[src/rtl/mips_multicycle_fsm.sv]
// ---------------------------------------------------------------------------
// mips_multicycle_fsm
//
// Main control state machine for the multicycle MIPS core. It sequences the
// shared ALU, memory, IR, PC and register file over several cycles for each
// instruction. It is a Moore machine: every output is decoded from the
// current state. PCEn also depends on Zero, and Illegal also depends on
// Opcode while the machine is in DECODE.
//
// Optional feature macro: MIPS_FSM_BNE_EN
//   defined   -> bne (000101) is supported. An isBne flag is latched in
//                DECODE, and BRANCH takes the branch when Zero ^ isBne.
//   undefined -> 000101 is treated as an illegal opcode.
//
// Ports:
//   clk        in   system clock, rising edge
//   reset_n    in   asynchronous reset, active-low
//   Opcode[5:0] in  IR[31:26], held by the IR from DECODE until FETCH
//   Zero       in   ALU zero flag
//   IorD       out  memory address select (0 = PC, 1 = ALUOut)
//   MemWrite   out  data memory write enable
//   IRWrite    out  instruction register load
//   RegDst     out  write register select (0 = rt, 1 = rd)
//   MemtoReg   out  write-back source (0 = ALUOut, 1 = Data)
//   RegWrite   out  register file write enable
//   ALUSrcA    out  ALU A source (0 = PC, 1 = A)
//   ALUSrcB[1:0] out ALU B source (00 = B, 01 = 4, 10 = SignImm, 11 = SignImm<<2)
//   ALUOp[1:0] out  to ALU decoder (00 add, 01 sub, 10 funct, 11 opcode)
//   PCSrc[1:0] out  next-PC source (00 ALUResult, 01 ALUOut, 10 jump target)
//   PCEn       out  PC load enable
//   InstrDone  out  one-cycle pulse in the final state of each instruction
//   Illegal    out  one-cycle pulse in DECODE for an unsupported opcode
//   State[3:0] out  current state, for debug
// ---------------------------------------------------------------------------
module mips_multicycle_fsm (
  input  logic       clk,
  input  logic       reset_n,
  input  logic [5:0] Opcode,
  input  logic       Zero,
  output logic       IorD,
  output logic       MemWrite,
  output logic       IRWrite,
  output logic       RegDst,
  output logic       MemtoReg,
  output logic       RegWrite,
  output logic       ALUSrcA,
  output logic [1:0] ALUSrcB,
  output logic [1:0] ALUOp,
  output logic [1:0] PCSrc,
  output logic       PCEn,
  output logic       InstrDone,
  output logic       Illegal,
  output logic [3:0] State
);

  typedef enum logic [3:0] {
    S_FETCH  = 4'd0,
    S_DECODE = 4'd1,
    S_MEMADR = 4'd2,
    S_MEMRD  = 4'd3,
    S_MEMWB  = 4'd4,
    S_MEMWR  = 4'd5,
    S_EXEC   = 4'd6,
    S_ALUWB  = 4'd7,
    S_BRANCH = 4'd8,
    S_IMMEX  = 4'd9,
    S_IMMWB  = 4'd10,
    S_JUMP   = 4'd11
  } state_t;

  localparam logic [5:0] OP_LW    = 6'b100011;
  localparam logic [5:0] OP_SW    = 6'b101011;
  localparam logic [5:0] OP_RTYPE = 6'b000000;
  localparam logic [5:0] OP_BEQ   = 6'b000100;
  localparam logic [5:0] OP_ADDI  = 6'b001000;
  localparam logic [5:0] OP_ORI   = 6'b001101;
  localparam logic [5:0] OP_XORI  = 6'b001110;
  localparam logic [5:0] OP_SLTI  = 6'b001010;
  localparam logic [5:0] OP_J     = 6'b000010;
`ifdef MIPS_FSM_BNE_EN
  localparam logic [5:0] OP_BNE   = 6'b000101;
`endif

  state_t state_q, state_d;

  // run_q is cleared by reset and set on the first clock edge after release.
  // While it is clear, the machine holds FETCH and suppresses all write
  // enables. As a result, the partial cycle in which reset is released
  // never writes, and the first real FETCH begins on the next edge.
  logic run_q, run_d;

  // Raw (ungated) decoded controls.
  logic mem_write_raw, ir_write_raw, reg_write_raw;
  logic pc_write, branch, done_raw, illegal_raw;
  logic branch_cond;

`ifdef MIPS_FSM_BNE_EN
  logic isbne_q, isbne_d;
`endif

  // -------------------------------------------------------------------------
  // Next state and output decode
  // -------------------------------------------------------------------------
  always_comb begin
    state_d       = state_q;
    IorD          = 1'b0;
    RegDst        = 1'b0;
    MemtoReg      = 1'b0;
    ALUSrcA       = 1'b0;
    ALUSrcB       = 2'b00;
    ALUOp         = 2'b00;
    PCSrc         = 2'b00;
    mem_write_raw = 1'b0;
    ir_write_raw  = 1'b0;
    reg_write_raw = 1'b0;
    pc_write      = 1'b0;
    branch        = 1'b0;
    done_raw      = 1'b0;
    illegal_raw   = 1'b0;

    case (state_q)
      S_FETCH: begin
        ALUSrcB      = 2'b01;
        ir_write_raw = 1'b1;
        pc_write     = 1'b1;
        state_d      = S_DECODE;
      end
      S_DECODE: begin
        ALUSrcB = 2'b11;
        case (Opcode)
          OP_LW, OP_SW:                        state_d = S_MEMADR;
          OP_RTYPE:                            state_d = S_EXEC;
          OP_BEQ:                              state_d = S_BRANCH;
`ifdef MIPS_FSM_BNE_EN
          OP_BNE:                              state_d = S_BRANCH;
`endif
          OP_ADDI, OP_ORI, OP_XORI, OP_SLTI:   state_d = S_IMMEX;
          OP_J:                                state_d = S_JUMP;
          default: begin
            illegal_raw = 1'b1;
            state_d     = S_FETCH;
          end
        endcase
      end
      S_MEMADR: begin
        ALUSrcA = 1'b1;
        ALUSrcB = 2'b10;
        // Opcode is read again here to choose between lw and sw. The IR must
        // therefore still hold it.
        state_d = (Opcode == OP_LW) ? S_MEMRD : S_MEMWR;
      end
      S_MEMRD: begin
        IorD    = 1'b1;
        state_d = S_MEMWB;
      end
      S_MEMWB: begin
        MemtoReg      = 1'b1;
        reg_write_raw = 1'b1;
        done_raw      = 1'b1;
        state_d       = S_FETCH;
      end
      S_MEMWR: begin
        IorD          = 1'b1;
        mem_write_raw = 1'b1;
        done_raw      = 1'b1;
        state_d       = S_FETCH;
      end
      S_EXEC: begin
        ALUSrcA = 1'b1;
        ALUOp   = 2'b10;
        state_d = S_ALUWB;
      end
      S_ALUWB: begin
        RegDst        = 1'b1;
        reg_write_raw = 1'b1;
        done_raw      = 1'b1;
        state_d       = S_FETCH;
      end
      S_BRANCH: begin
        ALUSrcA  = 1'b1;
        ALUOp    = 2'b01;
        PCSrc    = 2'b01;
        branch   = 1'b1;
        done_raw = 1'b1;
        state_d  = S_FETCH;
      end
      S_IMMEX: begin
        ALUSrcA = 1'b1;
        ALUSrcB = 2'b10;
        ALUOp   = 2'b11;
        state_d = S_IMMWB;
      end
      S_IMMWB: begin
        reg_write_raw = 1'b1;
        done_raw      = 1'b1;
        state_d       = S_FETCH;
      end
      S_JUMP: begin
        PCSrc    = 2'b10;
        pc_write = 1'b1;
        done_raw = 1'b1;
        state_d  = S_FETCH;
      end
      // Unused codes 12-15: all outputs stay at 0, and the machine recovers
      // to FETCH on the next edge.
      default: state_d = S_FETCH;
    endcase

    if (!run_q) begin
      state_d = S_FETCH;
    end
  end

  assign run_d = 1'b1;

`ifdef MIPS_FSM_BNE_EN
  always_comb begin
    isbne_d = isbne_q;
    if (state_q == S_DECODE) begin
      isbne_d = (Opcode == OP_BNE);
    end
  end
  assign branch_cond = Zero ^ isbne_q;
`else
  assign branch_cond = Zero;
`endif

  // -------------------------------------------------------------------------
  // State registers
  // -------------------------------------------------------------------------
  always_ff @(posedge clk or negedge reset_n) begin
    if (!reset_n) begin
      state_q <= S_FETCH;
      run_q   <= 1'b0;
    end else begin
      state_q <= state_d;
      run_q   <= run_d;
    end
  end

`ifdef MIPS_FSM_BNE_EN
  always_ff @(posedge clk or negedge reset_n) begin
    if (!reset_n) begin
      isbne_q <= 1'b0;
    end else begin
      isbne_q <= isbne_d;
    end
  end
`endif

  // -------------------------------------------------------------------------
  // Write enables and pulses are gated combinationally by reset_n, so they
  // drop in the same instant reset asserts. They are also gated by run_q,
  // which keeps them low in the cycle in which reset is released.
  // -------------------------------------------------------------------------
  logic en_ok;
  assign en_ok     = reset_n & run_q;
  assign MemWrite  = mem_write_raw & en_ok;
  assign IRWrite   = ir_write_raw & en_ok;
  assign RegWrite  = reg_write_raw & en_ok;
  assign PCEn      = (pc_write | (branch & branch_cond)) & en_ok;
  assign InstrDone = done_raw & en_ok;
  assign Illegal   = illegal_raw & en_ok;
  assign State     = state_q;

endmodule

[config.mk]
export PLATFORM = sky130hd
export DESIGN_NAME = mips_multicycle_fsm
export DESIGN_NICKNAME = d
export VERILOG_FILES = /design/src/rtl/mips_multicycle_fsm.sv
export SDC_FILE = /design/constraint.sdc
export NUM_CORES = 1
export LEC_CHECK = 0
export CAP_MARGIN = 20
export CORE_ASPECT_RATIO = 1.75
export CORE_UTILIZATION = 25
export CTS_CLUSTER_SIZE = 12
export DETAILED_ROUTE_END_ITERATION = 7
export GPL_TIMING_DRIVEN = 1
export HOLD_SLACK_MARGIN = 0.02
export MAX_ROUTING_LAYER = met4
export PLACE_DENSITY = 0.54
export SYNTH_ARGS = -nofsm -noshare
export SYNTH_HDL_FRONTEND = slang
export SYNTH_SLANG_ARGS = --single-unit
[constraint.sdc]
create_clock -name clk -period 1.7 [get_ports clk]
set_input_delay 0.34 -clock clk [delete_from_list [all_inputs] [get_ports clk]]
set_output_delay 0.34 -clock clk [all_outputs]
set_load 0.1 [all_outputs]
; After elaboration in Yosys (flattened, before gate mapping)
; Index checks and enable logic that the tools add are counted.
[totals]
ff_bits = 5
input_bits = 9
output_inout_bits = 20
[classes]
n_eq_ne = 19
n_mux = 19
bitwise = 9
reduce_logical = 11
[ops]
columns = operator, n
row1 = equality test 6 x 4 -> 1 bit (second input constant), 4
row2 = one-hot mux 4 bit (6 select lines), 1
row3 = one-hot mux 4 bit (5 select lines), 1
row4 = equality test 4 x 3 -> 1 bit (second input constant), 4
row5 = equality test 4 bit (second input constant), 4
row6 = equality test 6 bit (second input constant), 2
row7 = 2-to-1 mux 1 bit, 12
row8 = one-hot mux 2 bit (3 select lines), 2
row9 = OR reduction 9 bit, 1
row10 = bitwise AND 1 bit, 8
row11 = equality test 4 x 2 -> 1 bit (second input constant), 2
row12 = OR reduction 2 bit, 4
row13 = OR reduction 4 bit, 2
row14 = equality test 6 x 2 -> 1 bit (second input constant), 1
row15 = equality test 6 x 3 -> 1 bit (second input constant), 1
row16 = zero test 6 bit, 1
row17 = OR reduction 6 bit, 1
row18 = equality test 4 x 1 -> 1 bit (second input constant), 1
row19 = zero test 4 bit, 1
row20 = 2-to-1 mux 4 bit, 1
row21 = one-hot mux 2 bit (2 select lines), 1
row22 = 2-to-1 mux 3 bit, 1
row23 = OR reduction 3 bit, 1
row24 = bitwise OR 1 bit, 1

; Logic depth before layout (Yosys ltp)
[logic_depth]
ltp_word = 5
ltp_mapped = 6
ltp_nobuf = 4

; Worst setup path after synthesis
; Ideal clock, no wire load.
[synth_path]
path_kind = reg-to-output
from = register state_q[2] (netlist: State[2])
to = output port IRWrite
arrival_ps = 4160
t_required_ps = 1360
setup_slack_ps = -2800
path_stages_with_launch = 4
path_buffers = 1
path_cell_list = dfrtp_1 -> buf_6 -> or2_4 -> nor4_1
[synth_between]
elab_chain_cells = 3
[synth_lines]
columns = item, line_no
row1 = "start, declared", 84  ; state_t state_q, state_d;
row2 = "start signal, assigned", 236  ; state_q <= state_d;
row3 = zero test 4 bit, 121  ; case (state_q)
row4 = 2-to-1 mux 1 bit, 121
row5 = bitwise AND 1 bit, 259  ; assign IRWrite = ir_write_raw & en_ok;
row6 = "end, declared", 42  ; output logic IRWrite,
; No other way between the ends.

; Worst setup path after layout
[layout_path]
from = register state_q[2] (netlist: State[2])
to = output port RegWrite
[layout_between]
elab_chain_cells = 4
word_cells_on_any_way = 6
cone_classes = 3 x eq/ne / 1 x mux / 1 x bitwise / 1 x reduce/logical
[layout_lines]
columns = item, line_no
row1 = equality test 4 bit or equality test 4 x 3 -> 1 bit (tied branches), 121
row2 = OR reduction 3 bit (no line) (*), -
row3 = 2-to-1 mux 1 bit (*), 121
row4 = bitwise AND 1 bit (*), 260  ; assign RegWrite = reg_write_raw & en_ok;
row5 = "end, declared", 45  ; output logic RegWrite,
; Every way passes the cells marked *; elsewhere a longest branch is shown, timed or not.

==> impl_summary.txt <==
----------------------------------------------------
[Layout]
  Nets ... 162
  Number of fillers in the final layout ... 138
  Total inserted antenna cells ... 0
  Non-filler cells in the finished layout ... 177
  Area Overhead vs Synth ... 204.4%
  Final cell area excluding filler cells ... 1897 um^2
  Share of cells above drive strength 1 ... 75.00%

[Hold path]
  Class of the most critical hold timing path ... in2async

[Floorplanning]
  Die extent in x ... 39.74 um
  Row count ... 23
  Die Y ... 68.04 um
  Starting utilization of the core area ... 26.73%
  Core ar. ... 2331 um^2
  Die area ... 2704 um^2
  I/O pins ... 29

[Critical path]
  Arrival time worst endpoint ... 1.56 ns
  Worst Path Buf+Inv ... 1
  Largest stage delay, worst path ... 0.49 ns
  Cell class contributing the biggest share of worst-path delay ... flip-flops
  Reg-to-reg setup timing slack ... 0.05 ns
  Capturing element type of the critical path ... output pin
  Crit-path cells ... nand2b_4 > mux2i_1 > a21oi_2 > nor2_4 > buf_12
  CP startpoint kind ... flop
  Critical-path maximum fanout ... 4
  Crit Path Class ... reg2out
  Worst Path Required ... 1.36 ns
  Slowest stage cell, crit path ... dfrtp_4

[STA]
  Accumulated negative setup slack ... -1.682 ns
  Worst hold slack after final layout ... 0.1822 ns
  Final period util ... 111.7%
  Min Tclk post-route ... 1.898 ns
  Maximum clock frequency ... 526.8 MHz
  Setup ws final ... -0.1982 ns
  Fin. max-slew vios ... 0
  Worst clock skew on the final layout ... 0.004832 ns
  Final hold violations ... 0
  Setup repair after global routing missed its margin ... true
  Final setup violating endpoints ... 15

[Detailed routing]
  Overall routed net length ... 3.153 mm
  Post-DRT Antenna Nets ... 0
  Wire per inst ... 17.81 um
  TritonRoute pass-1 iters ... 3
  Vias ... 918
  DRC ... 0
  Detailed router's first-iteration violation count ... 8
  Vias per cell ... 5.186

[GRT]
  Final global-route overflow total ... 0
  Pin count of the biggest net entering global routing ... 8
  Global-route wire length before repair ... 4.905 mm
  Number of global-route vias before repair ... 1,094
  Number of antenna violations at the first check in global routing ... 0
  All-Layer GR Usage ... 28.05%

[Clocking]
  Maximum level of the CTS H-tree ... 1
  Clock buffer count from CTS ... 3
  CTS sink count ... 5
  Reg clk slew, reported paths ... 0.04 ns
  CTS root buffer ... clkbuf_8
  Clock tree from TritonCTS ... built
  Longest Clk Path Bufs ... 2
  Clock latency on the worst-skew pair ... 0.22 ns

[Logic synthesis]
  EDFF count, synth ... 0
  Synthesized netlist net count ... 89
  Flop and latch count out of synthesis ... 5
  Top post-synthesis cells by count ... nor2_1, nor3_1, a21oi_1
  Top-count cell post-synth ... nor2_1
  Synth warnings ... 0
  Area contributors post-synth ... dfrtp_1, buf_6, nor3_1
  Synth async-reset ratio ... 100.0%
  Top flip-flop cell by instance count after synthesis ... dfrtp_1
  Cell type with the highest aggregate area in the netlist ... dfrtp_1
  Post-Syn Area ... 623.1 um^2
  Area share of the largest cell type after synthesis ... 20.08%
  Sequential-to-total area share from yosys stat ... 20.08%
  Number of distinct library cells after synthesis ... 35
  Synthesized area per cell ... 7.789 um^2
  Mapped Cells ... 80

[Run]
  Max Cap Viol ... 0

[Power]
  Standby leakage power ... 0.7196 nW
  Overall power of the completed layout ... 0.7487 mW
  Pwr Density ... 394.7 nW/um^2
  Worst ir drop on vdd ... 0.0007651 V

[Status]
  Result of the run ... complete, but fails checks
  Violated checks ... setup timing

[Place]
  IO Port Bufs ... 28
  Dpl hpwl ... 2.259 mm
  Placed standard-cell area ... 1554 um^2
  Final weighted congestion in routability-driven placement ... 0.7807
  Number of instances in the placed design ... 157

----------------------------------------------------
path summary, 6_finish.rpt:
kind / start / endpoint / cells past startpoint
min in group clk: run_q$_DFF_PN0_ / State[0]$_DFF_PN0_ / 2
worst max register to register: State[2]$_DFF_PN0_ / State[3]$_DFF_PN0_ / 6
worst max-delay path: State[2]$_DFF_PN0_ / RegWrite / 5
worst min register to register: run_q$_DFF_PN0_ / State[0]$_DFF_PN0_ / 2
max in group asynchronous: reset_n / State[3]$_DFF_PN0_ / 2
worst min-delay path: reset_n / State[1]$_DFF_PN0_ / 2
state kept, by name, summed over array words and instances (netlist names):
register and cells:
State 4, run_q 1
worst register-to-register path: stages (launching register included):
cell and delay, ns:
dfrtp_4 0.49, or2_4 0.29, buf_12 0.13, buf_4 0.13, nor2_2 0.16, o211ai_1 0.18
a21oi_2 0.17
cells by family after synthesis:
logic type,synth area share (%)
xor gates and xnor gates,2.812
other,0.6018
buffers and inverters,11.04
DFF,20.08
muxes,1.606
AOI/OAI and AO/OA,24.50
and+or+nand+nor,39.36
metal layers:
metal | GRT usage [%] | up-vias | wire [um]
met5 | - | - | 0
met4 | 18.53 | 0 | 167
met3 | 4.545 | 12 | 82
met2 | 56.56 | 35 | 2032
met1 | 19.08 | 438 | 871
li1 | - | 433 | -
through the flow:
stage,utilization (%),setup slack [ns]
3_3_place_gp,66.67,-0.3518
5_1_grt,81.37,-0.2359
2_1_floorplan,-,-0.7731
4_1_cts,79.50,-0.2460
3_5_place_dp,66.67,-0.5118
6_report,81.37,-0.1982
timing repair:
| action | CTS | global route |
|---|---|---|
| hold buffers | 0 | 0 |
| endpoints found under the setup margin | 15 | 15 |
| pin swaps | 18 | 14 |
| setup buffers | 16 | 2 |
| resized for setup | 37 | 13 |
layout make-up:
type                            count  area (um^2)  share of cell area [%]
Tap cell                           25        31.28                   1.649
Sequential cell                     5        140.1                   7.388
Timing Repair Buffer               73        939.7                   49.54
Clock buffer                        4        45.04                   2.375
Multi-Input combinational cell     65        709.4                   37.40
Inverter                            5        31.28                   1.649
power by group:
part           leakage [nW]  switching [mW]  internal, mW
Combinational         0.638           0.220         0.170
Clock                0.0228          0.0613         0.161
Sequential           0.0587          0.0101         0.126
Total                 0.720           0.291         0.458
cells in the final DEF, fill, tap and decap left out, drive strengths merged, types with 2 or more instances in the layout:
master       Yosys  layout
a211oi           2       2
a21oi            8       8
a31oi            2       2
buf              5      65
clkbuf           0       4
dfrtp            5       5
dlygate4sd2      0       7
inv              5       5
nand2            2       2
nand2b           5       5
nand3            4       4
nand3b           2       2
nor2            10      10
nor3             8       8
nor4             2       2
o211ai           2       2
o21ai            6       6
o31ai            2       2
Note: power is estimated with default switching activity, not from simulation.
